==> config.mk <==
export PLATFORM = sky130hd
export DESIGN_NAME = factorial_mmio_slave
export DESIGN_NICKNAME = d
export VERILOG_FILES = /design/src/rtl/factorial_mmio_slave_pkg.sv /design/src/rtl/factorial_engine.sv /design/src/rtl/factorial_mmio_slave.sv
export SDC_FILE = /design/constraint.sdc
export NUM_CORES = 2
export LEC_CHECK = 0
export CAP_MARGIN = 20
export CORE_UTILIZATION = 50
export DETAILED_ROUTE_END_ITERATION = 10
export DONT_BUFFER_PORTS = 1
export MAX_ROUTING_LAYER = met4
export PLACE_DENSITY = 0.71
export SKIP_CTS_REPAIR_TIMING = 1
export SYNTH_ARGS = -nofsm -noshare
export SYNTH_HDL_FRONTEND = slang
export SYNTH_HIERARCHICAL = 1
export SYNTH_SLANG_ARGS = --single-unit
==> constraint.sdc <==
create_clock -name clk -period 25.1 [get_ports clk]
set_input_delay 6.275 -clock clk [delete_from_list [all_inputs] [get_ports clk]]
set_output_delay 6.275 -clock clk [all_outputs]
set_load 0.05 [all_outputs]
==> src/rtl/factorial_mmio_slave_pkg.sv <==
// Shared definitions for the factorial accelerator register window:
// register offsets, STATUS bit positions and engine state encodings.
package factorial_mmio_slave_pkg;

    // Byte offsets of the four registers inside the 16-byte window
    localparam logic [3:0] OFF_NUM  = 4'h0;
    localparam logic [3:0] OFF_CTRL = 4'h4;
    localparam logic [3:0] OFF_RES  = 4'h8;
    localparam logic [3:0] OFF_STAT = 4'hC;

    // STATUS register bit positions
    localparam int STAT_DONE = 0;
    localparam int STAT_BUSY = 1;
    localparam int STAT_OVF  = 2;

    // Factorial engine states
    typedef enum logic {
        ST_IDLE = 1'b0,
        ST_CALC = 1'b1
    } state_t;

    // Word-aligned register offset; address bits [1:0] are don't-care
    function automatic logic [3:0] word_off(input logic [3:0] addr_lo);
        return {addr_lo[3:2], 2'b00};
    endfunction

    // Pack the STATUS register image
    function automatic logic [31:0] status_word(input logic done,
                                                input logic busy,
                                                input logic ovf);
        logic [31:0] w;
        w            = '0;
        w[STAT_DONE] = done;
        w[STAT_BUSY] = busy;
        w[STAT_OVF]  = ovf;
        return w;
    endfunction

endpackage

==> src/rtl/factorial_engine.sv <==
// Sequential multiply-iterate factorial engine. A start in IDLE either
// flags overflow immediately (N > MAX_N) or loads acc=1, cnt=N and then
// multiplies acc by cnt once per cycle until cnt drops to 1.
module factorial_engine
    import factorial_mmio_slave_pkg::*;
#(
    parameter int MAX_N    = 20,
    parameter int RESULT_W = 64
) (
    input  logic                clk,
    input  logic                reset,
    input  logic                i_start,
    input  logic [31:0]         i_num,
    output logic [RESULT_W-1:0] o_result,
    output logic                o_done,
    output logic                o_busy,
    output logic                o_ovf
);

    state_t              r_state, w_state_nxt;
    logic [RESULT_W-1:0] r_acc, w_acc_nxt;
    logic [RESULT_W-1:0] r_result, w_result_nxt;
    logic [31:0]         r_cnt, w_cnt_nxt;
    logic                r_done, w_done_nxt;
    logic                r_ovf, w_ovf_nxt;
    logic [RESULT_W-1:0] w_prod;

    // Only the low RESULT_W bits of acc*cnt are kept; N <= MAX_N never wraps
    assign w_prod = r_acc * RESULT_W'(r_cnt);

    // Next-state and next-value logic; everything holds unless a branch updates it
    always_comb begin
        w_state_nxt  = r_state;
        w_acc_nxt    = r_acc;
        w_cnt_nxt    = r_cnt;
        w_result_nxt = r_result;
        w_done_nxt   = r_done;
        w_ovf_nxt    = r_ovf;
        case (r_state)
            ST_IDLE: begin
                if (i_start) begin
                    if (i_num > 32'(MAX_N)) begin
                        w_ovf_nxt    = 1'b1;
                        w_result_nxt = '0;
                        w_done_nxt   = 1'b1;
                    end else begin
                        w_acc_nxt   = RESULT_W'(1);
                        w_cnt_nxt   = i_num;
                        w_done_nxt  = 1'b0;
                        w_ovf_nxt   = 1'b0;
                        w_state_nxt = ST_CALC;
                    end
                end
            end
            ST_CALC: begin
                // cnt of 0 or 1 finishes straight away, so 0! = 1! = 1
                if (r_cnt <= 32'd1) begin
                    w_result_nxt = r_acc;
                    w_done_nxt   = 1'b1;
                    w_state_nxt  = ST_IDLE;
                end else begin
                    w_acc_nxt = w_prod;
                    w_cnt_nxt = r_cnt - 32'd1;
                end
            end
            default: w_state_nxt = ST_IDLE;
        endcase
    end

    // Control and visible result registers; reset aborts any computation
    always_ff @(posedge clk or posedge reset) begin
        if (reset) begin
            r_state  <= ST_IDLE;
            r_result <= '0;
            r_done   <= 1'b0;
            r_ovf    <= 1'b0;
        end else begin
            r_state  <= w_state_nxt;
            r_result <= w_result_nxt;
            r_done   <= w_done_nxt;
            r_ovf    <= w_ovf_nxt;
        end
    end

    // Working accumulator and counter; always reloaded before use, so no reset
    always_ff @(posedge clk) begin
        r_acc <= w_acc_nxt;
        r_cnt <= w_cnt_nxt;
    end

    assign o_result = r_result;
    assign o_done   = r_done;
    assign o_busy   = (r_state == ST_CALC);
    assign o_ovf    = r_ovf;

endmodule

==> src/rtl/factorial_mmio_slave.sv <==
// picorv32 native-bus responder for the factorial accelerator. Decodes a
// 16-byte window, acknowledges each hit with a one-cycle mem_ready, holds
// the operand register and wraps the factorial engine.
module factorial_mmio_slave
    import factorial_mmio_slave_pkg::*;
#(
    parameter logic [31:0] BASE_ADDR = 32'h0FFF_FFF0,
    parameter int          MAX_N     = 20,
    parameter int          RESULT_W  = 64
) (
    input  logic        clk,
    input  logic        reset,
    input  logic        mem_valid,
    input  logic [31:0] mem_addr,
    input  logic [31:0] mem_wdata,
    input  logic [3:0]  mem_wstrb,
    output logic        mem_ready,
    output logic [31:0] mem_rdata,
    output logic        irq
);

    logic                r_ready;
    logic [31:0]         r_rdata;
    logic [31:0]         r_num;
    logic                w_hit;
    logic                w_write;
    logic [3:0]          w_off;
    logic                w_start;
    logic                w_num_we;
    logic [31:0]         w_rdata_nxt;
    logic [RESULT_W-1:0] w_result;
    logic                w_done;
    logic                w_busy;
    logic                w_ovf;
    logic                w_unused;

    // The !r_ready term stops the held request from being taken twice
    assign w_hit    = mem_valid && !r_ready && (mem_addr[31:4] == BASE_ADDR[31:4]);
    assign w_write  = |mem_wstrb;
    assign w_off    = word_off(mem_addr[3:0]);
    assign w_start  = w_hit && w_write && (w_off == OFF_CTRL) && mem_wstrb[0] && mem_wdata[0];
    // Operand is frozen while the engine is busy
    assign w_num_we = w_hit && w_write && (w_off == OFF_NUM) && !w_busy;
    assign w_unused = &{1'b0, mem_addr[1:0]};

    // Read data selection from pre-edge register values (RES_HI is result[63:32])
    always_comb begin
        w_rdata_nxt = '0;
        case (w_off)
            OFF_NUM:  w_rdata_nxt = r_num;
            OFF_CTRL: w_rdata_nxt = w_result[63:32];
            OFF_RES:  w_rdata_nxt = w_result[31:0];
            OFF_STAT: w_rdata_nxt = status_word(w_done, w_busy, w_ovf);
            default:  w_rdata_nxt = '0;
        endcase
    end

    // Bus acknowledge, read data capture and byte-strobed operand writes
    always_ff @(posedge clk or posedge reset) begin
        if (reset) begin
            r_ready <= 1'b0;
            r_rdata <= '0;
            r_num   <= '0;
        end else begin
            r_ready <= w_hit;
            if (w_hit && !w_write) begin
                r_rdata <= w_rdata_nxt;
            end
            if (w_num_we) begin
                for (int b = 0; b < 4; b++) begin
                    if (mem_wstrb[b]) begin
                        r_num[8*b +: 8] <= mem_wdata[8*b +: 8];
                    end
                end
            end
        end
    end

    factorial_engine #(
        .MAX_N    (MAX_N),
        .RESULT_W (RESULT_W)
    ) u_engine (
        .clk      (clk),
        .reset    (reset),
        .i_start  (w_start),
        .i_num    (r_num),
        .o_result (w_result),
        .o_done   (w_done),
        .o_busy   (w_busy),
        .o_ovf    (w_ovf)
    );

    assign mem_ready = r_ready;
    assign mem_rdata = r_rdata;
    assign irq       = w_done;

endmodule

==> reports/qor.csv <==
metric,value,unit
min_period_over_period,0.387,
synth_cells,6088,
syn_to_final_growth,3.91,%
cap_violations,0,
crit_type,reg2reg,
crit_start,u_engine/r_cnt[8]$_DFFE_PP_,
synth_fp_nets,7684,
io_buffers,0,
finClkSkew,0.0245,ns
hold_path.class,reg2reg,
whs,0.476,ns
synth_async_sr_flop_share,0.579,
tightest_slew,1.11,ns
die_w,337,um
finalWorstSetupSlack,15.38,ns
power,0.810,mW
grt_overflow,0,
h-tree-depth,1,
yosys_warnings,6,
cts_buffers,28,
relSlewSlack,0.260,
vias_per_cell,5.52,
first_global_vias,44200,
drtPass1Iterations,6,
drive_above_1_share,0.0418,
p_leak,30.0,nW
avgSynthCellArea,9.21,um2
hp-start,u_engine/o_result[63]$_DFFE_PP0P_,
cts_tree,done,
final_antenna_net_count,0,
synth_area_leader_cell,fa_1,
p_per_area,13.9,nW/um2
wirelength,151000,um
totalNegativeSetupSlack,0,ns
ff2ff_setup_slack,15.38,ns
route.detailed.drc,0,
rows,122,
arrival,10.04,ns
final_cells,7354,
cp-end-kind,flop,
start_util,0.505,
period_needed,9.72,ns
synthesis.area,56100,um2
grtUsageTotal,0.290,
finalHoldViolCount,0,
status,completed,
clock_latency,0.58,ns
die_h,337,um
drt_iter0_drc,3470,
placedCellCount,7292,
dp_hpwl,117000,um
timing.rr.end,u_engine/r_acc[62]$_SDFFCE_PN0P_,
synthTopCellsByArea,"fa_1 (49%), inv_1 (9.0%), nand2_1 (7.8%), and2_1 (7.2%), dfrtp_1 (5.9%)",
hold_end,u_engine/o_result[63]$_DFFE_PP0P_,
stdcell_area,58300,um2
r2r_start,u_engine/r_cnt[8]$_DFFE_PP_,
ys_seq_area_frac,0.110,
setup_viol,0,
synth_seq_cells,228,
start_kind,flop,
dpl-instance-area,57300,um2
holdPathStages,2,
avgRoutedWirePerCell,20.6,um
crit_fanout,39,
synth_top_area_share,0.488,
fin_util,0.525,
synth_flop_cell,dfrtp_1,
max_freq,103,MHz
maxSlewViolCount,0,
grt_pass1_wl,247000,um
die_area,114000,um2
peakVddDrop,0.0000511,V
synth_edf_count,96,
clkTransAtPathRegs,0.06,ns
gp_congestion,0.968,
cts_sinks,228,
clockBufferDepth,3,
coreArea,111000,um2
rr_worst_depth,26,
io_pins,105,
synth_cell_type_count,67,
antenna_found_initial,8,
grt_start_max_net_pins,107,
cp.required,25.42,ns
vias,40600,
num-nets-final,7431,
place_ws,15.11,ns
rsz0062_at_grt,false,
cts_root_buffer,clkbuf_16,
## final cells by class
cell class	count	area, um2
antenna	9	22.5
clock buffer	39	835
clock inverter	13	103
fill	10100	52700
inverter	1341	5030
multi-input combinational	4130	43400
sequential	228	6190
tap	1488	1860
timing repair buffer	106	836
## sequential cells by signal, indices dropped and copies added (netlist names)
| signal | cells |
|---|---|
| u_engine/o_result | 64 |
| u_engine/r_acc | 64 |
| mem_rdata | 32 |
| r_num | 32 |
| u_engine/r_cnt | 32 |
| mem_ready | 1 |
| u_engine/o_busy | 1 |
| u_engine/o_done | 1 |
| u_engine/o_ovf | 1 |
## cell usage in the layout (no fill, tap or decap), types with 9 or more instances in the layout
cell type  instances
o21a_1             9
a21o_1            52
inv_1           1339
mux2_2            60
nand3_1           84
o21bai_1          11
nand2b_1          17
fa_1            1368
xor2_1            37
nor4_1            15
o21ai_0           57
diode_2            9
nor2_1            76
a31oi_1           11
buf_4            104
ha_1             157
a211oi_1           9
and2_1           647
clkbuf_16         30
nor3_1            15
xnor2_1           95
mux2i_1           36
a21oi_1           92
nand2_1         1170
edfxtp_1          96
dfrtp_1          131
nand4_1           14
## synthesized netlist by cell type (all sizes together), types with 3 or more instances
cell	number
o21a	9
nor2b	7
nand3	85
buf	31
or4	6
a211oi	9
and2	648
nor3b	3
clkbuf	358
mux2	65
or3	7
or2	3
mux2i	36
o2111ai	3
a211o	4
inv	1341
mux4	3
a21o	52
nor4	17
nor2	78
xor2	37
fa	1368
ha	157
a21oi	92
and3	6
dfrtp	132
xnor2	95
o21bai	11
o31ai	5
nand4	18
edfxtp	96
nor3	16
and3b	6
nand2b	17
nand2	1170
a31oi	11
o21ai	58
## worst max-delay path: stages, from the launching register on
cell       delay (ns)
edfxtp_1         1.07
buf_4            0.69
nand2_1          0.17
fa_1             0.56
inv_1            0.05
fa_1             0.45
fa_1             0.47
inv_1            0.09
fa_1             0.16
inv_1            0.06
fa_1             0.53
inv_1            0.05
fa_1             0.54
inv_1            0.05
fa_1             0.50
fa_1             0.45
ha_1             0.40
nand2_1          0.17
nor2_1           0.16
nand2_1          0.10
a211oi_1         0.64
o21ai_1          0.38
o2111ai_1        0.74
a41oi_1          0.32
o21a_1           0.29
o22ai_1          0.23
mux2i_1          0.11
## kinds of logic after synthesis
kind of cell / after synthesis / synth area share
AO/OA/AOI/OAI: 275 / 0.0305
XOR/XNOR: 132 / 0.0206
adder cells (fa/ha/maj): 1525 / 0.523
buffers and inverters: 1730 / 0.116
flip-flops: 228 / 0.110
multiplexers: 104 / 0.0210
AND/OR/NAND/NOR: 2094 / 0.178
## report_power, final
part	total, mW	leakage, nW	switching (mW)	internal [mW]
sequential	0.386	2.62	0.0000000255	0.386
combinational	0.0138	26.9	0.00926	0.00448
clock	0.410	0.452	0.175	0.234
## metal layers
| layer | vias up | global-route usage | share of wire |
|---|---|---|---|
| li1 | 17100 | - | - |
| met1 | 21400 | 0.382 | 0.40 |
| met2 | 1808 | 0.458 | 0.48 |
| met3 | 275 | 0.0553 | 0.098 |
| met4 | 0 | 0.0853 | 0.031 |
| met5 | - | - | 0 |
## worst max path at each step
stage	to
finish	u_engine/r_acc[62]$_SDFFCE_PN0P_
global route	u_engine/r_acc[62]$_SDFFCE_PN0P_
CTS	u_engine/r_acc[62]$_SDFFCE_PN0P_
detailed placement	u_engine/r_acc[47]$_SDFFCE_PN0P_
global placement	u_engine/r_acc[32]$_SDFFCE_PN0P_
floorplan	u_engine/r_acc[0]$_SDFFCE_PN1P_
(Power assumes the default switching activity.)
